File: src/rtl/pe_load_scheduler_pkg.sv
// Shared types and helpers for the PE load scheduler.
// Imported by pe_load_scheduler and psum_skid_reg.
package pe_sched_pkg;

  typedef enum logic [2:0] {
    S_IDLE,
    S_LOAD_FLT,
    S_LOAD_IF,
    S_START,
    S_RUN,
    S_DRAIN
  } pe_sched_state_t;

  localparam int unsigned IFMAP_WIDTH_DEF = 18;
  localparam int unsigned PSUM_W          = IFMAP_WIDTH_DEF - 2;

  // A job field is legal when it names at least one word and fits its buffer.
  function automatic logic cfg_in_range(input int unsigned value, input int unsigned depth);
    return (value != 0) && (value <= depth);
  endfunction

endpackage

File: src/rtl/pe_load_scheduler_psum_skid_reg.sv
// One-entry Psum output register with valid/ready. A word arriving on the load strobe
// is presented immediately and is only captured if the consumer stalls.
module psum_skid_reg
  import pe_sched_pkg::*;
#(
  parameter int unsigned W = PSUM_W
) (
  input  logic         clk,
  input  logic         rst,
  input  logic         load,
  input  logic [W-1:0] load_data,
  input  logic         ready,
  output logic         valid,
  output logic [W-1:0] data,
  output logic         full
);

  logic         reg_full;
  logic [W-1:0] reg_data;

  // The issuer never loads while a stalled word is held, so the two sources are exclusive.
  assign valid = reg_full | load;
  assign data  = reg_full ? reg_data : (load ? load_data : '0);
  assign full  = reg_full;

  always_ff @(posedge clk or negedge rst) begin
    if (!rst) begin
      reg_full <= 1'b0;
      reg_data <= '0;
    end else if (valid && !ready) begin
      reg_full <= 1'b1;
      reg_data <= data;
    end else begin
      reg_full <= 1'b0;
    end
  end

endmodule

File: src/rtl/pe_load_scheduler.sv
// Sequences one convolution PE: latch job config, fill filter/IFMap buffers, start, drain Psums.
// Optional RUN timeout enabled by defining PE_SCHED_WATCHDOG_EN.
module pe_load_scheduler
  import pe_sched_pkg::*;
#(
  parameter int unsigned IFMAP_WIDTH          = IFMAP_WIDTH_DEF,
  parameter int unsigned FILTER_WIDTH         = 8,
  parameter int unsigned IFMAP_BUFFER_DEPTH   = 16,
  parameter int unsigned FILTER_BUFFER_DEPTH  = 16,
  parameter int unsigned PSUM_DEPTH           = 8,
  parameter int unsigned FILTER_SIZE_REG_SIZE = 8,
  parameter int unsigned STRIDE_SIZE          = 3
`ifdef PE_SCHED_WATCHDOG_EN
  , parameter int unsigned WDOG_CYCLES        = 1024
`endif
) (
  input  logic                                    clk,
  input  logic                                    rst,
  input  logic                                    cfg_valid,
  output logic                                    cfg_ready,
  input  logic [STRIDE_SIZE-1:0]                  cfg_stride,
  input  logic [FILTER_SIZE_REG_SIZE-1:0]         cfg_filter_size,
  input  logic [$clog2(IFMAP_BUFFER_DEPTH+1)-1:0] cfg_ifmap_words,
  input  logic [$clog2(PSUM_DEPTH+1)-1:0]         cfg_psum_words,
  input  logic                                    flt_valid,
  output logic                                    flt_ready,
  input  logic [FILTER_WIDTH-1:0]                 flt_data,
  input  logic                                    if_valid,
  output logic                                    if_ready,
  input  logic [IFMAP_WIDTH-1:0]                  if_data,
  output logic [STRIDE_SIZE-1:0]                  pe_stride,
  output logic [FILTER_SIZE_REG_SIZE-1:0]         pe_filter_size,
  output logic [FILTER_WIDTH-1:0]                 pe_filter_in,
  output logic                                    pe_wen_filter,
  output logic [IFMAP_WIDTH-1:0]                  pe_ifmap_in,
  output logic                                    pe_wen_ifmap,
  output logic                                    pe_start,
  output logic                                    pe_chip_en,
  input  logic                                    pe_done,
  output logic                                    pe_ren_psum,
  input  logic [IFMAP_WIDTH-3:0]                  pe_psum_out,
  output logic                                    ps_valid,
  input  logic                                    ps_ready,
  output logic [IFMAP_WIDTH-3:0]                  ps_data,
  output logic                                    busy,
  output logic                                    err
);

  localparam int unsigned IFC  = $clog2(IFMAP_BUFFER_DEPTH + 1);
  localparam int unsigned PSC  = $clog2(PSUM_DEPTH + 1);
  localparam int unsigned LD_W = (FILTER_SIZE_REG_SIZE > IFC) ? FILTER_SIZE_REG_SIZE : IFC;

  pe_sched_state_t state, state_n;

  logic [IFC-1:0]  ifw_q;
  logic [PSC-1:0]  psw_q;
  logic [LD_W-1:0] ld_cnt;
  logic [PSC-1:0]  rd_cnt;
  logic [PSC-1:0]  out_cnt;
  logic            ren_d;
  logic            sk_full;
  logic            cfg_ok;
  logic            ld_last;
  logic            ps_pop;
  logic            out_last;
  logic            wdog_hit;

`ifdef PE_SCHED_WATCHDOG_EN
  localparam int unsigned WD_W = $clog2(WDOG_CYCLES + 1);
  logic [WD_W-1:0] wdog_cnt;
  assign wdog_hit = (state == S_RUN) && !pe_done && (wdog_cnt == WD_W'(WDOG_CYCLES - 1));
`else
  assign wdog_hit = 1'b0;
`endif

  assign cfg_ok = cfg_in_range(32'(cfg_filter_size), FILTER_BUFFER_DEPTH) &&
                  cfg_in_range(32'(cfg_ifmap_words), IFMAP_BUFFER_DEPTH)  &&
                  cfg_in_range(32'(cfg_psum_words), PSUM_DEPTH);

  assign ld_last  = (state == S_LOAD_FLT) ? (ld_cnt == LD_W'(pe_filter_size) - LD_W'(1))
                                          : (ld_cnt == LD_W'(ifw_q) - LD_W'(1));
  assign ps_pop   = ps_valid && ps_ready;
  assign out_last = (out_cnt == psw_q - PSC'(1));

  assign busy          = (state != S_IDLE);
  assign pe_chip_en    = busy;
  assign pe_wen_filter = flt_valid && flt_ready;
  assign pe_wen_ifmap  = if_valid && if_ready;
  assign pe_filter_in  = pe_wen_filter ? flt_data : '0;
  assign pe_ifmap_in   = pe_wen_ifmap ? if_data : '0;

  always_ff @(posedge clk or negedge rst) begin
    if (!rst) state <= S_IDLE;
    else      state <= state_n;
  end

  always_comb begin
    state_n     = state;
    cfg_ready   = 1'b0;
    flt_ready   = 1'b0;
    if_ready    = 1'b0;
    pe_start    = 1'b0;
    pe_ren_psum = 1'b0;
    unique case (state)
      S_IDLE: begin
        cfg_ready = 1'b1;
        if (cfg_valid && cfg_ok) state_n = S_LOAD_FLT;
      end
      S_LOAD_FLT: begin
        flt_ready = 1'b1;
        if (flt_valid && ld_last) state_n = S_LOAD_IF;
      end
      S_LOAD_IF: begin
        if_ready = 1'b1;
        if (if_valid && ld_last) state_n = S_START;
      end
      S_START: begin
        pe_start = 1'b1;
        state_n  = S_RUN;
      end
      S_RUN: begin
        if (pe_done)       state_n = S_DRAIN;
        else if (wdog_hit) state_n = S_IDLE;
      end
      S_DRAIN: begin
        // Read only when the output stage is idle next cycle: nothing held or arriving, or a pop now.
        pe_ren_psum = (rd_cnt != psw_q) && (!(sk_full || ren_d) || ps_pop);
        if (ps_pop && out_last) state_n = S_IDLE;
      end
      default: state_n = S_IDLE;
    endcase
  end

  always_ff @(posedge clk or negedge rst) begin
    if (!rst) begin
      pe_stride      <= '0;
      pe_filter_size <= '0;
      ifw_q          <= '0;
      psw_q          <= '0;
      ld_cnt         <= '0;
      rd_cnt         <= '0;
      out_cnt        <= '0;
      ren_d          <= 1'b0;
      err            <= 1'b0;
`ifdef PE_SCHED_WATCHDOG_EN
      wdog_cnt       <= '0;
`endif
    end else begin
      ren_d <= pe_ren_psum;
      case (state)
        S_IDLE: begin
          ld_cnt  <= '0;
          rd_cnt  <= '0;
          out_cnt <= '0;
          if (cfg_valid) begin
            err <= !cfg_ok;
            if (cfg_ok) begin
              pe_stride      <= cfg_stride;
              pe_filter_size <= cfg_filter_size;
              ifw_q          <= cfg_ifmap_words;
              psw_q          <= cfg_psum_words;
            end
          end
        end
        S_LOAD_FLT: if (pe_wen_filter) ld_cnt <= ld_last ? '0 : ld_cnt + LD_W'(1);
        S_LOAD_IF:  if (pe_wen_ifmap)  ld_cnt <= ld_last ? '0 : ld_cnt + LD_W'(1);
        S_DRAIN: begin
          if (pe_ren_psum) rd_cnt  <= rd_cnt + PSC'(1);
          if (ps_pop)      out_cnt <= out_cnt + PSC'(1);
        end
        default: ;
      endcase
`ifdef PE_SCHED_WATCHDOG_EN
      if (state == S_START)     wdog_cnt <= '0;
      else if (state == S_RUN)  wdog_cnt <= wdog_cnt + WD_W'(1);
      if (wdog_hit)             err      <= 1'b1;
`endif
    end
  end

  psum_skid_reg #(
    .W (IFMAP_WIDTH - 2)
  ) u_skid (
    .clk       (clk),
    .rst       (rst),
    .load      (ren_d),
    .load_data (pe_psum_out),
    .ready     (ps_ready),
    .valid     (ps_valid),
    .data      (ps_data),
    .full      (sk_full)
  );

endmodule
File: config.mk
export PLATFORM = sky130hd
export DESIGN_NAME = pe_load_scheduler
export DESIGN_NICKNAME = d
export VERILOG_FILES = /design/src/rtl/pe_load_scheduler_pkg.sv /design/src/rtl/pe_load_scheduler_psum_skid_reg.sv /design/src/rtl/pe_load_scheduler.sv
export SDC_FILE = /design/constraint.sdc
export NUM_CORES = 1
export LEC_CHECK = 0
export ABC_AREA = 1
export BUFFER_PORTS_ARGS = -buffer_cell sky130_fd_sc_hd__clkbuf_2
export CAP_MARGIN = 20
export CORE_MARGIN = 5
export CORE_UTILIZATION = 40
export DETAILED_ROUTE_END_ITERATION = 12
export PLACE_DENSITY = 0.67
export SLEW_MARGIN = 10
export SYNTH_ARGS = -nofsm -noshare
export SYNTH_HDL_FRONTEND = slang
export SYNTH_SLANG_ARGS = --single-unit
File: constraint.sdc
create_clock -name clk -period 3.2 [get_ports clk]
set_input_delay 0.48 -clock clk [delete_from_list [all_inputs] [get_ports clk]]
set_output_delay 0.48 -clock clk [all_outputs]
set_load 0.02 [all_outputs]
# Yosys cells after proc, flatten, opt, wreduce, memory -nomap -nowiden
# Index checks and enable logic that the tools add are counted.
# Widths: inputs -> output; s select.
[totals] reg_bits=58 latchBits=0 mem_bits_rw=0 rom_bits=0 in_bits=69 output_inout_bits=64 mem_count=0
[classes] addsub=6 n_mul=0 div_mod_pow=0 magnitude_cmp=3 eq_ne=18 shifts=0 mux=25 n_bitwise=1 n_reduce_logical=32
[ops] op="$mux 16" n=2
[ops] op="$mux 8" n=4
[ops] op="$pmux 8 s3" n=1
[ops] op="$mux 18" n=1
[ops] op="$pmux 3 s6" n=1
[ops] op="$eq 8x8->1" n=2
[ops] op="$ne 2x2->1 const B" n=8
[ops] op="$pmux 4 s2" n=2
[ops] op="$mux 3" n=5
[ops] op="$logic_and 1x1->1" n=14
[ops] op="$add 4x1->4 const B" n=2
[ops] op="$add 8x1->8 const B" n=1
[ops] op="$le 8x5->1 const B" n=1
[ops] op="$mux 4" n=2
[ops] op="$reduce_bool 8->1" n=1
[ops] op="$sub 8x1->8 const B" n=1
[ops] op="$mux 1" n=7
[ops] op="$eq 3x2->1 const B" n=2
[ops] op="$eq 3x3->1 const B" n=2
[ops] op="$reduce_and 2->1" n=3
[ops] op="$reduce_and 3->1" n=2
[ops] op="$reduce_bool 3->1" n=2
[ops] op="$sub 5x1->6 const B" n=1
[ops] op="$le 5x5->1 const B" n=1
[ops] op="14 further kinds" n=17

# Depth between registers and ports, before layout
[logic_depth] word_depth=7 mapped_depth=16

# By module
# A second synthesis with hierarchy kept.
[hier_totals] hier_cells=520 hier_area_um2=3737.3
[by_module_without_submodules] module="pe_load_scheduler" n_inst=1 cells_per_inst=394 area_per_inst_um2=2775.2
[by_module_without_submodules] module="psum_skid_reg" n_inst=1 cells_per_inst=126 area_per_inst_um2=962.2

# Worst setup path before layout
# Ideal clock, no wire load.
[synth_timing] path_type="flip-flop to output port" from="reg state[2]" to="out pe_ifmap_in[10]" arrival_ns=2.148 required_ns=2.720 slack_ns=0.572 path_stages_with_launch=9 path_buffers=1 path_cell_list="dfrtp_1 inv_2 nand2_1 nor2_2 inv_1 nor2_1 clkinv_1 clkbuf_1 nor2_1"
[synth_via] elab_chain_len=4
[synth_lines] item="from (decl)" line_no="pe_load_scheduler.sv:53" source="pe_sched_state_t state, state_n;"
[synth_lines] item="from (signal assigned)" line_no="pe_load_scheduler.sv:94" source="else state <= state_n;"
[synth_lines] item="$eq 3x2->1" line_no="pe_load_scheduler.sv:104" source="unique case (state)"
[synth_lines] item="$mux 1" line_no="pe_load_scheduler.sv:104"
[synth_lines] item="via if_ready" line_no="pe_load_scheduler.sv:29" source="output logic if_ready,"
[synth_lines] item="$logic_and 1x1->1" line_no="pe_load_scheduler.sv:88" source="assign pe_wen_ifmap = if_valid && if_ready;"
[synth_lines] item="via pe_wen_ifmap" line_no="pe_load_scheduler.sv:36" source="output logic pe_wen_ifmap,"
[synth_lines] item="$mux 18" line_no="pe_load_scheduler.sv:90" source="assign pe_ifmap_in = pe_wen_ifmap ? if_data : '0;"
[synth_lines] item="to (decl)" line_no="pe_load_scheduler.sv:35" source="output logic [IFMAP_WIDTH-1:0] pe_ifmap_in,"
# The timed path passes the listed nets, and every way through them passes these cells.

# Worst setup path in the final report
[layout_timing] from="reg state[2]" to="out pe_ifmap_in[16]"
[layout_via] elab_chain_len=4
[layout_lines] item="$eq 3x2->1" line_no="pe_load_scheduler.sv:104"
[layout_lines] item="$mux 1" line_no="pe_load_scheduler.sv:104"
[layout_lines] item="$logic_and 1x1->1" line_no="pe_load_scheduler.sv:88"
[layout_lines] item="$mux 18" line_no="pe_load_scheduler.sv:90"
# Every way passes these cells.

==> flow_metrics.py <==
metrics = {
    "grt": {
        "grt_pass1_wl_um": 15900,
        "overflow": 0,
        "grt_max_degree": 39,
        "grt_usage": 0.173,
        "grt_pass1_vias": 3452,
        "antenna_found_initial": 0,
    },
    "setup_path": {
        "endpoint_kind": "output port",
        "crit_start": "state[2]",
        "arrival_ps": 2150,
        "cp_common_cell": "nor2_1",
        "cp_slowest_cell": "dfrtp_1",
        "r2r-end": "state[0]",
        "critPathMaxFanout": 18,
        "timing.rr.start": "pe_filter_size[0]",
        "reg2reg_slack_ps": 890,
        "worstSetupEndpoint": "pe_ifmap_in[16]",
        "worst_ep_required_time_ps": 2720,
        "critPathKind": "register to output port",
        "crit_path_start_kind": "register",
        "cpPeakStageDelay_ps": 450,
        "reg2reg_depth": 15,
        "path_cells": "inv_2 -> nand2_1 -> nor2_2 -> inv_1 -> nor2_1 -> clkinv_1 -> nor2_1 -> clkbuf_2",
    },
    "worst_hold_path": {
        "hold_path_class": "primary input to asynchronous set/reset pin",
    },
    "clock_network": {
        "clk_pin_slew_ps": 70,
        "tritoncts": "yes",
        "numCtsBuffers": 9,
        "cts_root_buf": "clkbuf_8",
        "post_cts_resized": 0,
        "cts_max_path_buffers": 2,
        "h-tree-depth": 3,
        "cts.sinks": 58,
        "cts_setup_buffers": 0,
        "clkLatencyLatePin_ps": 330,
        "cts_hold_buf": 0,
    },
    "floorplan": {
        "die_y_um": 106,
        "num_rows": 35,
        "ios": 133,
        "dieWidth_um": 106,
        "start_util": 0.403,
        "fp.coreArea_um2": 9110,
        "dieArea_um2": 11200,
    },
    "power_and_ir_drop": {
        "ir_worst_vdd_mv": 0.338,
        "power.share.clock": 0.191,
        "seq_power_share": 0.317,
        "sw_frac_of_total": 0.462,
        "total_power_mw": 3.46,
        "p_leak_nw": 2.57,
        "powerDensity_nw_per_um2": 754,
        "intPower_mw": 1.86,
        "power_frac_comb": 0.492,
        "p_sw_mw": 1.60,
    },
    "sta": {
        "final-hold-violation-count": 0,
        "worst_pin_slew_ps": 944,
        "slew_viol_final": 0,
        "setup_ws_ps": 566,
        "finalHoldWorstSlack_ps": 280,
        "setup_tns_ps": 0,
        "rsz0062_at_grt": "no",
        "finalClockSkew_ps": 11.4,
        "post-route-period-util": 0.823,
        "timing.fmax_mhz": 380,
        "max_slew_margin": 0.371,
        "min_period_ps": 2630,
        "setup_viol": 0,
    },
    "placement": {
        "io_buffers": 132,
        "dp_hpwl_um": 7610,
        "pre_cts_ws_ps": 910,
        "gp_congestion": 0.869,
    },
    "synth": {
        "ys_seq_elements": 58,
        "yosysWarnings": 0,
        "syn_area_per_cell_um2": 7.00,
        "syn-num-nets": 599,
        "syn_inst": 524,
        "ys_types": 38,
        "synth_area_um2": 3670,
        "ys_seq_area_frac": 0.396,
    },
    "run": {
        "drv_cap": 0,
    },
    "detailed_routing": {
        "wire_per_inst_um": 12.3,
        "drt_drc_violations_left": 0,
        "drtPass1Iterations": 4,
        "vias": 3626,
        "postRouteAntennaNets": 0,
        "wirelength_um": 9480,
        "via_per_inst": 4.72,
        "drtIter0Drc": 159,
    },
    "layout": {
        "areaGrowthSynthToFinish_pct": 25.1,
        "mostFrequentLayoutCells": "clkbuf_2, nand2_1, inv_1",
        "antenna_cells": 0,
        "nFillCells": 910,
        "fin_nets": 728,
        "drive_gt1_frac": 0.253,
        "layout_commonest_cell": "clkbuf_2",
    },
    "status": {
        "status": "finished, final reports clean",
    },
}
[worst max-delay path: cells and delay by family (launching register included)]
family        cells  cell delay [ps]
buf+inv           4              760
simple gates      4              610
flops             1              450
[worst min-delay path by stage]
stage,startpoint,to,slack [ps],depth (start not counted)
after global placement,ifw_q[0],ifw_q[0],480,2
after CTS,rst,u_skid.reg_data[2],300,1
final,rst,u_skid.reg_data[1],280,1
after global routing,rst,u_skid.reg_data[2],350,1
after floorplan,rst,err,180,0
after detailed placement,err,err,490,2
[cell families after synthesis]
group	after synthesis	synth area share
compound gates	76	0.113
xor+xnor	17	0.0406
fa+ha+maj	6	0.0205
buf+inv	117	0.127
flops	58	0.396
mux	4	0.0123
simple gates	246	0.291
[per-layer routing]
layer	up-vias	routed length (um)	GRT usage
met2	53	4850	0.300
met5	-	0	0
li1	1901	-	-
met1	1662	4180	0.212
met3	10	341	0.0416
met4	0	108	0.0490
[metrics by stage]
| stage | area, um2 | utilization | instances |
|---|---|---|---|
| 3_3_place_gp | 4400 | 0.483 | 753 |
| 4_1_cts | 4590 | 0.504 | 768 |
| 6_report | 4590 | 0.504 | 768 |
| 5_1_grt | 4590 | 0.504 | 768 |
| 2_1_floorplan | 3670 | - | 524 |
| 3_5_place_dp | 4400 | 0.483 | 753 |
[synthesized netlist by cell type, drive strengths merged]
master / number / area share
nand2: 114 / 0.12
inv: 100 / 0.10
nor2: 62 / 0.068
dfrtp: 58 / 0.40
o21ai: 55 / 0.076
nand3: 47 / 0.068
a21oi: 13 / 0.018
clkbuf: 9 / 0.0092
xor2: 9 / 0.021
nand4: 8 / 0.014
xnor2: 8 / 0.019
buf: 7 / 0.014
nor3: 7 / 0.0096
ha: 6 / 0.020
mux2: 4 / 0.012
nand3b: 4 / 0.0082
a31oi: 2 / 0.0034
a211oi: 1 / 0.0020
a22o: 1 / 0.0024
and2: 1 / 0.0017
and3: 1 / 0.0017
clkinv: 1 / 0.0010
nor4: 1 / 0.0017
o211ai: 1 / 0.0020
o21a: 1 / 0.0020
o21bai: 1 / 0.0051
o31ai: 1 / 0.0020
or2: 1 / 0.0017
[final cells by class]
type                            instances  area [um2]  share of cell area
Tap cell                              111         139              0.0303
Inverter                              101         379              0.0826
Multi-Input combinational cell        349        1750               0.382
Clock inverter                          6        67.6              0.0147
Timing Repair Buffer                  134         676               0.147
Sequential cell                        58        1450               0.316
Clock buffer                            9         124              0.0270
[power by group through the flow]
stage	Clock [mW]	Sequential, mW	Combinational, mW
detailed placement	0	1.11	1.71
finish	0.660	1.10	1.70
floorplan	0	1.08	1.31
CTS	0.682	1.10	1.71
global placement	0	1.10	1.66
global route	0.725	1.13	1.94
[registers in the layout (all words and copies together) (netlist names)]
register and count:
ifw_q 5, pe_stride 3, ren_d 1, state 3, rd_cnt 4, pe_filter_size 8
ld_cnt 8, u_skid.reg_data 16, u_skid.full 1, out_cnt 4, psw_q 4, err 1
Power figures use the tool's default switching activity.
